$ cat config.mk
export PLATFORM = sky130hd
export DESIGN_NAME = sync_fifo_flex_flat
export DESIGN_NICKNAME = d
export VERILOG_FILES = /design/src/rtl/sync_fifo_flex_pkg.sv /design/src/rtl/sync_fifo_flex_if.sv /design/src/rtl/sync_fifo_flex_ram.sv /design/src/rtl/sync_fifo_flex.sv /design/src/flat_wrapper.sv
export SDC_FILE = /design/constraint.sdc
export NUM_CORES = 1
export LEC_CHECK = 0
export CAP_MARGIN = 20
export CORE_AREA = 4 4 116 118
export CTS_CLUSTER_SIZE = 12
export DETAILED_ROUTE_END_ITERATION = 10
export DIE_AREA = 0 0 120 122
export PLACE_DENSITY_LB_ADDON = 0.08
export REMOVE_ABC_BUFFERS = 1
export SETUP_SLACK_MARGIN = 0.05
export SYNTH_ARGS = -nofsm -noshare
export SYNTH_HDL_FRONTEND = slang
export SYNTH_SLANG_ARGS = --single-unit
$ cat constraint.sdc
create_clock -name clk -period 3.3 [get_ports clk]
set_input_delay 0.66 -clock clk [delete_from_list [all_inputs] [get_ports clk]]
set_output_delay 0.66 -clock clk [all_outputs]
set_load 0.05 [all_outputs]
$ cat src/rtl/sync_fifo_flex_pkg.sv
// Shared types and helpers for the sync_fifo_flex block.
package fifo_pkg;

    // Accepted-operation decode that drives the occupancy update.
    typedef enum logic [1:0] {
        OP_IDLE = 2'd0,
        OP_WR   = 2'd1,
        OP_RD   = 2'd2,
        OP_WRRD = 2'd3
    } fifo_op_e;

    // ceil(log2(n)), never below 1 so a 1-bit address always exists.
    function automatic int clog2_safe(input int n);
        int r;
        r = 0;
        for (int i = 0; i < 32; i++) begin
            if ((1 << r) < n) r = r + 1;
        end
        return (r < 1) ? 1 : r;
    endfunction

endpackage

$ cat src/rtl/sync_fifo_flex_if.sv
// Producer/consumer bus of sync_fifo_flex. The master side drives requests,
// the slave side (the FIFO) returns data, flags and occupancy.
interface sync_fifo_flex_if
    import fifo_pkg::*;
#(
    parameter int WIDTH = 8,
    parameter int DEPTH = 16
);
    localparam int AW = clog2_safe(DEPTH);

    logic             flush;
    logic             wr_en;
    logic [WIDTH-1:0] data_in;
    logic             rd_en;
    logic [WIDTH-1:0] data_out;
    logic             full;
    logic             empty;
    logic             almost_full;
    logic             almost_empty;
    logic [AW:0]      count;
    logic             overflow;
    logic             underflow;

    modport master (
        output flush, wr_en, data_in, rd_en,
        input  data_out, full, empty, almost_full, almost_empty, count,
               overflow, underflow
    );

    modport slave (
        input  flush, wr_en, data_in, rd_en,
        output data_out, full, empty, almost_full, almost_empty, count,
               overflow, underflow
    );

endinterface

$ cat src/rtl/sync_fifo_flex_ram.sv
// Storage array for sync_fifo_flex: one synchronous write port, one
// asynchronous read port. Contents are deliberately not reset.
module fifo_ram
    import fifo_pkg::*;
#(
    parameter int WIDTH = 8,
    parameter int DEPTH = 16,
    localparam int AW   = clog2_safe(DEPTH)
) (
    input  logic             clk,
    input  logic             we_i,
    input  logic [AW-1:0]    waddr_i,
    input  logic [WIDTH-1:0] wdata_i,
    input  logic [AW-1:0]    raddr_i,
    output logic [WIDTH-1:0] rdata_o
);

    logic [WIDTH-1:0] mem_q [DEPTH];

    // Write the addressed entry on an accepted write.
    always_ff @(posedge clk) begin
        if (we_i) mem_q[waddr_i] <= wdata_i;
    end

    assign rdata_o = mem_q[raddr_i];

endmodule

$ cat src/rtl/sync_fifo_flex.sv
// Single-clock FIFO with occupancy count, almost-full/almost-empty
// thresholds, flush and sticky overflow/underflow flags.
// Build option: SYNC_FIFO_FWFT_EN selects first-word fall-through output;
// when undefined, data_out is registered and updates on an accepted read.
module sync_fifo_flex
    import fifo_pkg::*;
#(
    parameter int WIDTH     = 8,
    parameter int DEPTH     = 16,
    parameter int AF_THRESH = 14,
    parameter int AE_THRESH = 2
) (
    input  logic              clk,
    input  logic              rst_n,
    sync_fifo_flex_if.slave   bus
);

    localparam int          AW       = clog2_safe(DEPTH);
    localparam logic [AW:0] CNT_ONE  = (AW+1)'(1);
    localparam logic [AW:0] CNT_FULL = (AW+1)'(DEPTH);
    localparam logic [AW:0] CNT_AF   = (AW+1)'(AF_THRESH);
    localparam logic [AW:0] CNT_AE   = (AW+1)'(AE_THRESH);

    if ((DEPTH < 2) || ((DEPTH & (DEPTH - 1)) != 0)) begin : g_chk_depth
        $error("sync_fifo_flex: DEPTH must be a power of two >= 2");
    end
    if ((AF_THRESH < 1) || (AF_THRESH > DEPTH)) begin : g_chk_af
        $error("sync_fifo_flex: AF_THRESH must be in 1..DEPTH");
    end
    if ((AE_THRESH < 0) || (AE_THRESH >= DEPTH)) begin : g_chk_ae
        $error("sync_fifo_flex: AE_THRESH must be in 0..DEPTH-1");
    end

    logic [AW:0]      wr_ptr_q, wr_ptr_d;
    logic [AW:0]      rd_ptr_q, rd_ptr_d;
    logic [AW:0]      count_q, count_d;
    logic             ovf_q, ovf_d;
    logic             unf_q, unf_d;
    logic             full_w, empty_w;
    logic             wr_acc, rd_acc;
    fifo_op_e         op;
    logic [WIDTH-1:0] ram_rdata;

    assign full_w  = (count_q == CNT_FULL);
    assign empty_w = (count_q == '0);

    // Accept decode and next-state for pointers, occupancy and sticky errors.
    always_comb begin
        wr_ptr_d = wr_ptr_q;
        rd_ptr_d = rd_ptr_q;
        count_d  = count_q;
        ovf_d    = ovf_q;
        unf_d    = unf_q;
        wr_acc   = 1'b0;
        rd_acc   = 1'b0;
        op       = OP_IDLE;

        if (bus.flush) begin
            wr_ptr_d = '0;
            rd_ptr_d = '0;
            count_d  = '0;
        end else begin
            wr_acc = bus.wr_en && !full_w;
            rd_acc = bus.rd_en && !empty_w;
            ovf_d  = ovf_q | (bus.wr_en & full_w);
            unf_d  = unf_q | (bus.rd_en & empty_w);

            unique case ({rd_acc, wr_acc})
                2'b01:   op = OP_WR;
                2'b10:   op = OP_RD;
                2'b11:   op = OP_WRRD;
                default: op = OP_IDLE;
            endcase

            if (wr_acc) wr_ptr_d = wr_ptr_q + CNT_ONE;
            if (rd_acc) rd_ptr_d = rd_ptr_q + CNT_ONE;

            case (op)
                OP_WR:   count_d = count_q + CNT_ONE;
                OP_RD:   count_d = count_q - CNT_ONE;
                default: count_d = count_q;
            endcase
        end
    end

    // Pointer, occupancy and sticky-flag registers.
    always_ff @(posedge clk) begin
        if (!rst_n) begin
            wr_ptr_q <= '0;
            rd_ptr_q <= '0;
            count_q  <= '0;
            ovf_q    <= 1'b0;
            unf_q    <= 1'b0;
        end else begin
            wr_ptr_q <= wr_ptr_d;
            rd_ptr_q <= rd_ptr_d;
            count_q  <= count_d;
            ovf_q    <= ovf_d;
            unf_q    <= unf_d;
        end
    end

    fifo_ram #(
        .WIDTH (WIDTH),
        .DEPTH (DEPTH)
    ) u_ram (
        .clk     (clk),
        .we_i    (wr_acc),
        .waddr_i (wr_ptr_q[AW-1:0]),
        .wdata_i (bus.data_in),
        .raddr_i (rd_ptr_q[AW-1:0]),
        .rdata_o (ram_rdata)
    );

`ifdef SYNC_FIFO_FWFT_EN
    // Head of queue shown directly; meaningless while empty.
    assign bus.data_out = ram_rdata;
`else
    logic [WIDTH-1:0] dout_q;

    // Registered read data, held between accepted reads and across flush.
    always_ff @(posedge clk) begin
        if (!rst_n) begin
            dout_q <= '0;
        end else if (rd_acc) begin
            dout_q <= ram_rdata;
        end
    end

    assign bus.data_out = dout_q;
`endif

    assign bus.full         = full_w;
    assign bus.empty        = empty_w;
    assign bus.almost_full  = (count_q >= CNT_AF);
    assign bus.almost_empty = (count_q <= CNT_AE);
    assign bus.count        = count_q;
    assign bus.overflow     = ovf_q;
    assign bus.underflow    = unf_q;

endmodule

$ cat src/flat_wrapper.sv
// flat-port wrapper written by rule: the top's interface ports become plain ports
module sync_fifo_flex_flat import fifo_pkg::*;
#(
    parameter int WIDTH     = 8,
    parameter int DEPTH     = 16,
    parameter int AF_THRESH = 14,
    parameter int AE_THRESH = 2
)
  (clk, rst_n, bus_flush, bus_wr_en, bus_data_in, bus_rd_en, bus_data_out, bus_full, bus_empty, bus_almost_full, bus_almost_empty, bus_count, bus_overflow, bus_underflow);
  sync_fifo_flex_if #(.WIDTH(WIDTH), .DEPTH(DEPTH)) bus_i ();
  input  logic clk;
  input  logic rst_n;
  input wire logic [$bits(bus_i.flush)-1:0] bus_flush;
  input wire logic [$bits(bus_i.wr_en)-1:0] bus_wr_en;
  input wire logic [$bits(bus_i.data_in)-1:0] bus_data_in;
  input wire logic [$bits(bus_i.rd_en)-1:0] bus_rd_en;
  output wire logic [$bits(bus_i.data_out)-1:0] bus_data_out;
  output wire logic [$bits(bus_i.full)-1:0] bus_full;
  output wire logic [$bits(bus_i.empty)-1:0] bus_empty;
  output wire logic [$bits(bus_i.almost_full)-1:0] bus_almost_full;
  output wire logic [$bits(bus_i.almost_empty)-1:0] bus_almost_empty;
  output wire logic [$bits(bus_i.count)-1:0] bus_count;
  output wire logic [$bits(bus_i.overflow)-1:0] bus_overflow;
  output wire logic [$bits(bus_i.underflow)-1:0] bus_underflow;
  assign bus_i.flush = bus_flush;
  assign bus_i.wr_en = bus_wr_en;
  assign bus_i.data_in = bus_data_in;
  assign bus_i.rd_en = bus_rd_en;
  assign bus_data_out = bus_i.data_out;
  assign bus_full = bus_i.full;
  assign bus_empty = bus_i.empty;
  assign bus_almost_full = bus_i.almost_full;
  assign bus_almost_empty = bus_i.almost_empty;
  assign bus_count = bus_i.count;
  assign bus_overflow = bus_i.overflow;
  assign bus_underflow = bus_i.underflow;
  sync_fifo_flex #(.WIDTH(WIDTH), .DEPTH(DEPTH), .AF_THRESH(AF_THRESH), .AE_THRESH(AE_THRESH)) u_core (.clk(clk), .rst_n(rst_n), .bus(bus_i));
endmodule
Word level (Yosys, flattened, before mapping):

Memory sizes are Yosys's and may differ from the RTL's. A register that Yosys moved wholly into a read port is not among the register bits.
Index checks and enable logic that the tools add are counted.

* flip-flop bits (word level): 17
* bits in writable memories: 128
* input bits: 13
* output and inout port bits: 19
* memories: 1

* add/subtract/negate cells: 4
* $lt $le $gt $ge: 2
* eq/ne operators: 6
* multiplexer cells: 7
* bitwise gates (word level): 5
* reduce and logical (&&, ||, !) cells: 8

Memories
* u_core.u_ram.mem_q: words 16, width 8, read ports 1, clocked after memory_dff 1, wr ports 1, line sync_fifo_flex_ram.sv:18 `logic [WIDTH-1:0] mem_q [DEPTH];`

Operators by type and width (count)
* 5-bit by 1-bit adder with 5-bit output (second input constant): 3
* 5-bit case mux with 2 select lines: 1
* 2-bit == test (second input constant): 3
* 2-bit case mux with 3 select lines: 1
* 5-bit == test (second input constant): 1
* 5-bit by 4-bit >= comparator with 1-bit output (second input constant): 1
* 5-bit by 2-bit less-or-equal comparator with 1-bit output (second input constant): 1
* 5-bit logical NOT: 1
* 5-bit by 1-bit subtractor with 5-bit output (second input constant): 1
* 2-bit by 1-bit == test with 1-bit output (second input constant): 2
* 1-bit two-way mux: 4
* 1-bit logical NOT: 3
* 1-bit bitwise AND: 2
* 1-bit logical AND: 2
* 2-bit two-way mux: 1
* 1-bit OR: 2
* 2-bit nonzero test: 1
* 2-bit OR reduction: 1
* 1-bit inverter: 1

Logic depth before layout (Yosys ltp):

* depth in word-level cells: 8
* depth in mapped cells: 12
* mapped depth without buffers: 11

Hierarchy:

Synthesis repeated with hierarchy kept, for this count alone.

* cells, all modules: 354
* area, all modules: 6200.9 um^2

By module, submodules not included
* fifo_ram: times used 1, cells each 221, area each 4987.3 um^2, seq. area each 3843.7 um^2
* sync_fifo_flex: times used 1, cells each 133, area each 1213.7 um^2, seq. area each 460.4 um^2

Worst setup path before layout:

OpenSTA, ideal clock, no wires.

* path type: reg2reg
* start: register u_core.count_q[1] (netlist: u_core.bus.count[1])
* end: register u_core.count_q[4] (netlist: u_core.bus.count[4])
* arrival time: 2.853 ns
* data required time: 3.238 ns
* path slack: 0.384 ns
* stages on the path, launching flop included: 13
* clock period less this slack: 2.916 ns
* cells stage by stage: dfxtp_1 > buf_2 > or4_1 > o21a_1 > inv_1 > ha_1 > xor2_1 > ha_1 > inv_1 > nand2_1 > a31o_2 > a2111oi_0 > nand3b_1

* longest elaborated chain between the ends: 8

Ends and longest elaborated chain
* start, declared: line sync_fifo_flex.sv:36 `logic [AW:0] count_q, count_d;`
* start signal, assigned: line sync_fifo_flex.sv:97 `count_q <= count_d;`
* 5-bit == test / 5-bit logical NOT (equally long branches): line sync_fifo_flex.sv:44, sync_fifo_flex.sv:45
* 1-bit logical NOT, on equally long branches: line sync_fifo_flex.sv:63, sync_fifo_flex.sv:64
* 1-bit logical AND, on equally long branches: line sync_fifo_flex.sv:63, sync_fifo_flex.sv:64
* 2-bit == test / 2-bit by 1-bit == test with 1-bit output (equally long branches): line sync_fifo_flex.sv:68 `unique case ({rd_acc, wr_acc})`
* 2-bit case mux with 3 select lines: line sync_fifo_flex.sv:68
* 2-bit two-way mux: line sync_fifo_flex.sv:58 `if (bus.flush) begin`
* 2-bit == test / 2-bit by 1-bit == test with 1-bit output (equally long branches): line sync_fifo_flex.sv:78 `case (op)`
* 5-bit case mux with 2 select lines / 2-bit nonzero test (equally long branches)

Several ways; a longest one is shown, not always the timed one. The select of a mux whose other input is x is not followed.
A chain may end at the register's enable or synchronous reset.

Worst setup path after layout:

* start: register u_core.count_q[1] (netlist: u_core.bus.count[1])
* end: output bus_full

* longest elaborated chain between the ends: 1

Ends and longest elaborated chain
* 5-bit == test: line sync_fifo_flex.sv:44 `assign full_w = (count_q == CNT_FULL);`
* end, declared: line flat_wrapper.sv:18 `output wire logic [$bits(bus_i.full)-1:0] bus_full;`

Every way passes these cells.

==> flow_summary.yaml <==
run_status:
  outcome: "complete, no violations"
placed_design:
  placed_cell_area_sq_um: 6715
  dp_cells: 554
  portBuffers: 31
  hpwl_um: 7436
  place_congestion: 0.8328
synthesis:
  yosys-top-cells-count: "edfxtp_1, nor2_1, dfxtp_1"
  synth_top_cell_area_share_pct: 62.63
  synthArstFlopShare_pct: 0
  netlist_area_sq_um: 6137
  yosysMostFrequentCell: "edfxtp_1"
  synthTopCellsByArea: "edfxtp_1, mux4_2, dfxtp_1"
  yosysSeqAreaShare_pct: 70.13
  yosys_warnings: 0
  synth_cells: 347
  synth_edf_count: 128
  synth-seq-cells: 151
  synthFlopType: "edfxtp_1"
  yosysTopAreaCell: "edfxtp_1"
  avgSynthCellArea_sq_um: 17.69
  synth.distinct_cells: 43
cells_and_area:
  fin_util_pct: 58.52
  drive_gt1_share_pct: 21.74
  antennaDiodeCount: 0
  finalNonFillerCells: 586
  design_area_sq_um: 7295
  syn2layout_area_growth_pct: 18.86
  fin_nets: 422
grt:
  globalRouteTotalUtil_pct: 17.65
  grt_max_degree: 28
  grt_pass1_vias: 3258
  overflow: 0
  grt_pass1_wl_um: 18390
  grt_antenna_before_repair: 0
power_and_ir_drop:
  p_comb_share_pct: 4.2
  p_total_mw: 4.137
  p_int_mw: 3.261
  switching_share_pct: 21.17
  p_sw_uw: 875.7
  irDropWorstVdd_v: 0.0003162
  p_leak_nw: 2.393
  clkPwrFrac_pct: 45.2
  pwr-share-seq_pct: 50.7
  p_per_area_nw_per_um2: 567.1
clock_network:
  cts_resized: 0
  cts_buffers: 17
  clock_latency_ps: 420
  cts_buffer_depth: 2
  clock_sinks: 151
  postCtsSetupRepairBufs: 0
  hold_buffers: 0
  cts-htree-levels: 4
  clock-root-buffer: "clkbuf_16"
  cts_tree: "yes"
  cts.clk_slew.worst_paths_ps: 60
sta:
  skew_ps: 8.426
  hold_viol: 0
  rsz0062_at_grt: "no"
  max_freq_ghz: 0.3316
  setup_viol: 0
  fin_crit_ps: 3016
  slew_headroom_pct: 40.19
  period_share_pct: 91.38
  slew_viol_final: 0
  max_slew.worst_pin.slew_ps: 896.0
  tns_ps: 0
detailed_routing:
  wl_per_cell_um: 20.21
  wl_um: 11840
  drtPass1Iterations: 4
  drc_errors: 0
  viasPerCell: 5.399
  ant_nets: 0
  vias: 3164
  drt_iter0_drc: 250
floorplan:
  die_x_um: 120
  dieArea_sq_um: 14640
  start_util_pct: 49.23
  num_rows: 41
  die_y_um: 122
  core-area_sq_um: 12470
  top_level_ports: 32
worst_setup_path:
  cp_max_fo: 11
  cpPeakStageDelay_ps: 820
  critPathArrivalTime_ps: 2360
  end_kind: "output pin"
  critical_path_class: "reg2out"
  path_buf_inv: 1
  cp.required_ps: 2640
  cpMaxStageDelayCell: "clkdlybuf4s50_1"
  path_cells: "or4_1, nor2_1, clkdlybuf4s50_1"
  start_kind: "register"
  crit_family: "buffers and inverters"
flow_run:
  maxCapViolCount: 0
hold_path:
  hp-class: "reg2reg"
final cells by class:
| type | instances | area (sq um) |
|---|---|---|
| Fill cell | 977 | 5171 |
| Clock inverter | 15 | 153.9 |
| Tap cell | 172 | 215.2 |
| Timing Repair Buffer | 53 | 475.5 |
| Sequential cell | 151 | 4305 |
| Multi-Input combinational cell | 169 | 1685 |
| Clock buffer | 17 | 425.4 |
| Inverter | 9 | 33.78 |
logic make-up after synthesis:
family,synth area share [%]
adders and majority gates,1.631
DFF,70.13
and+or+nand+nor,5.280
xor gates and xnor gates,1.284
muxes,15.45
buffers and inverters,2.406
AOI/OAI and AO/OA,3.813
cell usage in the layout, fill, tap and decap left out, types with 9 or more instances in the layout:
cell	netlist	final
edfxtp_1	128	128
clkdlybuf4s50_1	0	31
nor2_1	27	27
mux4_2	22	22
buf_4	2	22
dfxtp_1	23	22
clkbuf_16	0	17
nand2_1	14	14
mux2i_1	10	10
mux4_1	10	10
inv_1	9	9
per-layer routing:
metal	track usage, %	up-vias	part of all wire, %
li1	-	1479	-
met1	21.87	1600	43
met2	29.50	75	51
met3	4.503	10	4.7
met4	7.874	0	1.6
met5	0	-	0
flip-flops by register name, indices dropped and copies added, names as in the netlist:
| register | flops |
|---|---|
| u_core.bus.count | 5 |
| u_core.bus.data_out | 8 |
| u_core.bus.overflow | 1 |
| u_core.bus.underflow | 1 |
| u_core.rd_ptr_q | 4 |
| u_core.u_ram.mem_q | 128 |
| u_core.wr_ptr_q | 4 |
power by group through the flow:
stage / clock (mW) / combinational, mW / sequential, mW
after floorplan: 0 / 0.0732 / 2.15
after global placement: 0 / 0.173 / 2.14
after detailed placement: 0 / 0.176 / 2.14
after CTS: 1.91 / 0.177 / 2.10
after global routing: 2.00 / 0.187 / 2.10
final: 1.87 / 0.173 / 2.10
path summary, 6_finish.rpt:
kind | startpoint | to | slack (ps) | cells past startpoint
setup / recovery | u_core.bus.count[1] | bus_full | 280 | 3
hold / removal | u_core.bus.underflow | u_core.bus.underflow | 460 | 1
setup reg to reg | u_core.bus.count[1] | u_core.bus.count[4] | 430 | 11
hold reg to reg | u_core.bus.underflow | u_core.bus.underflow | 460 | 1
worst reg2reg max path, stage by stage, from the launching register on:
cell and delay, ps:
dfxtp_1 420, or4_1 560, o21a_1 250, inv_1 110, ha_1 270, xor2_1 110, ha_1 210, inv_1 80
nand2_1 50, a31o_2 240, a2111oi_0 370, nand3b_1 150
metrics by stage:
stage	worst slack, ps	hold WS [ps]
2_1_floorplan	449.4	481.4
3_3_place_gp	269.7	448.6
3_5_place_dp	169.9	454.2
4_1_cts	256.6	469.0
5_1_grt	189.1	501.3
6_report	284.5	463.3
(Power assumes the default switching activity.)
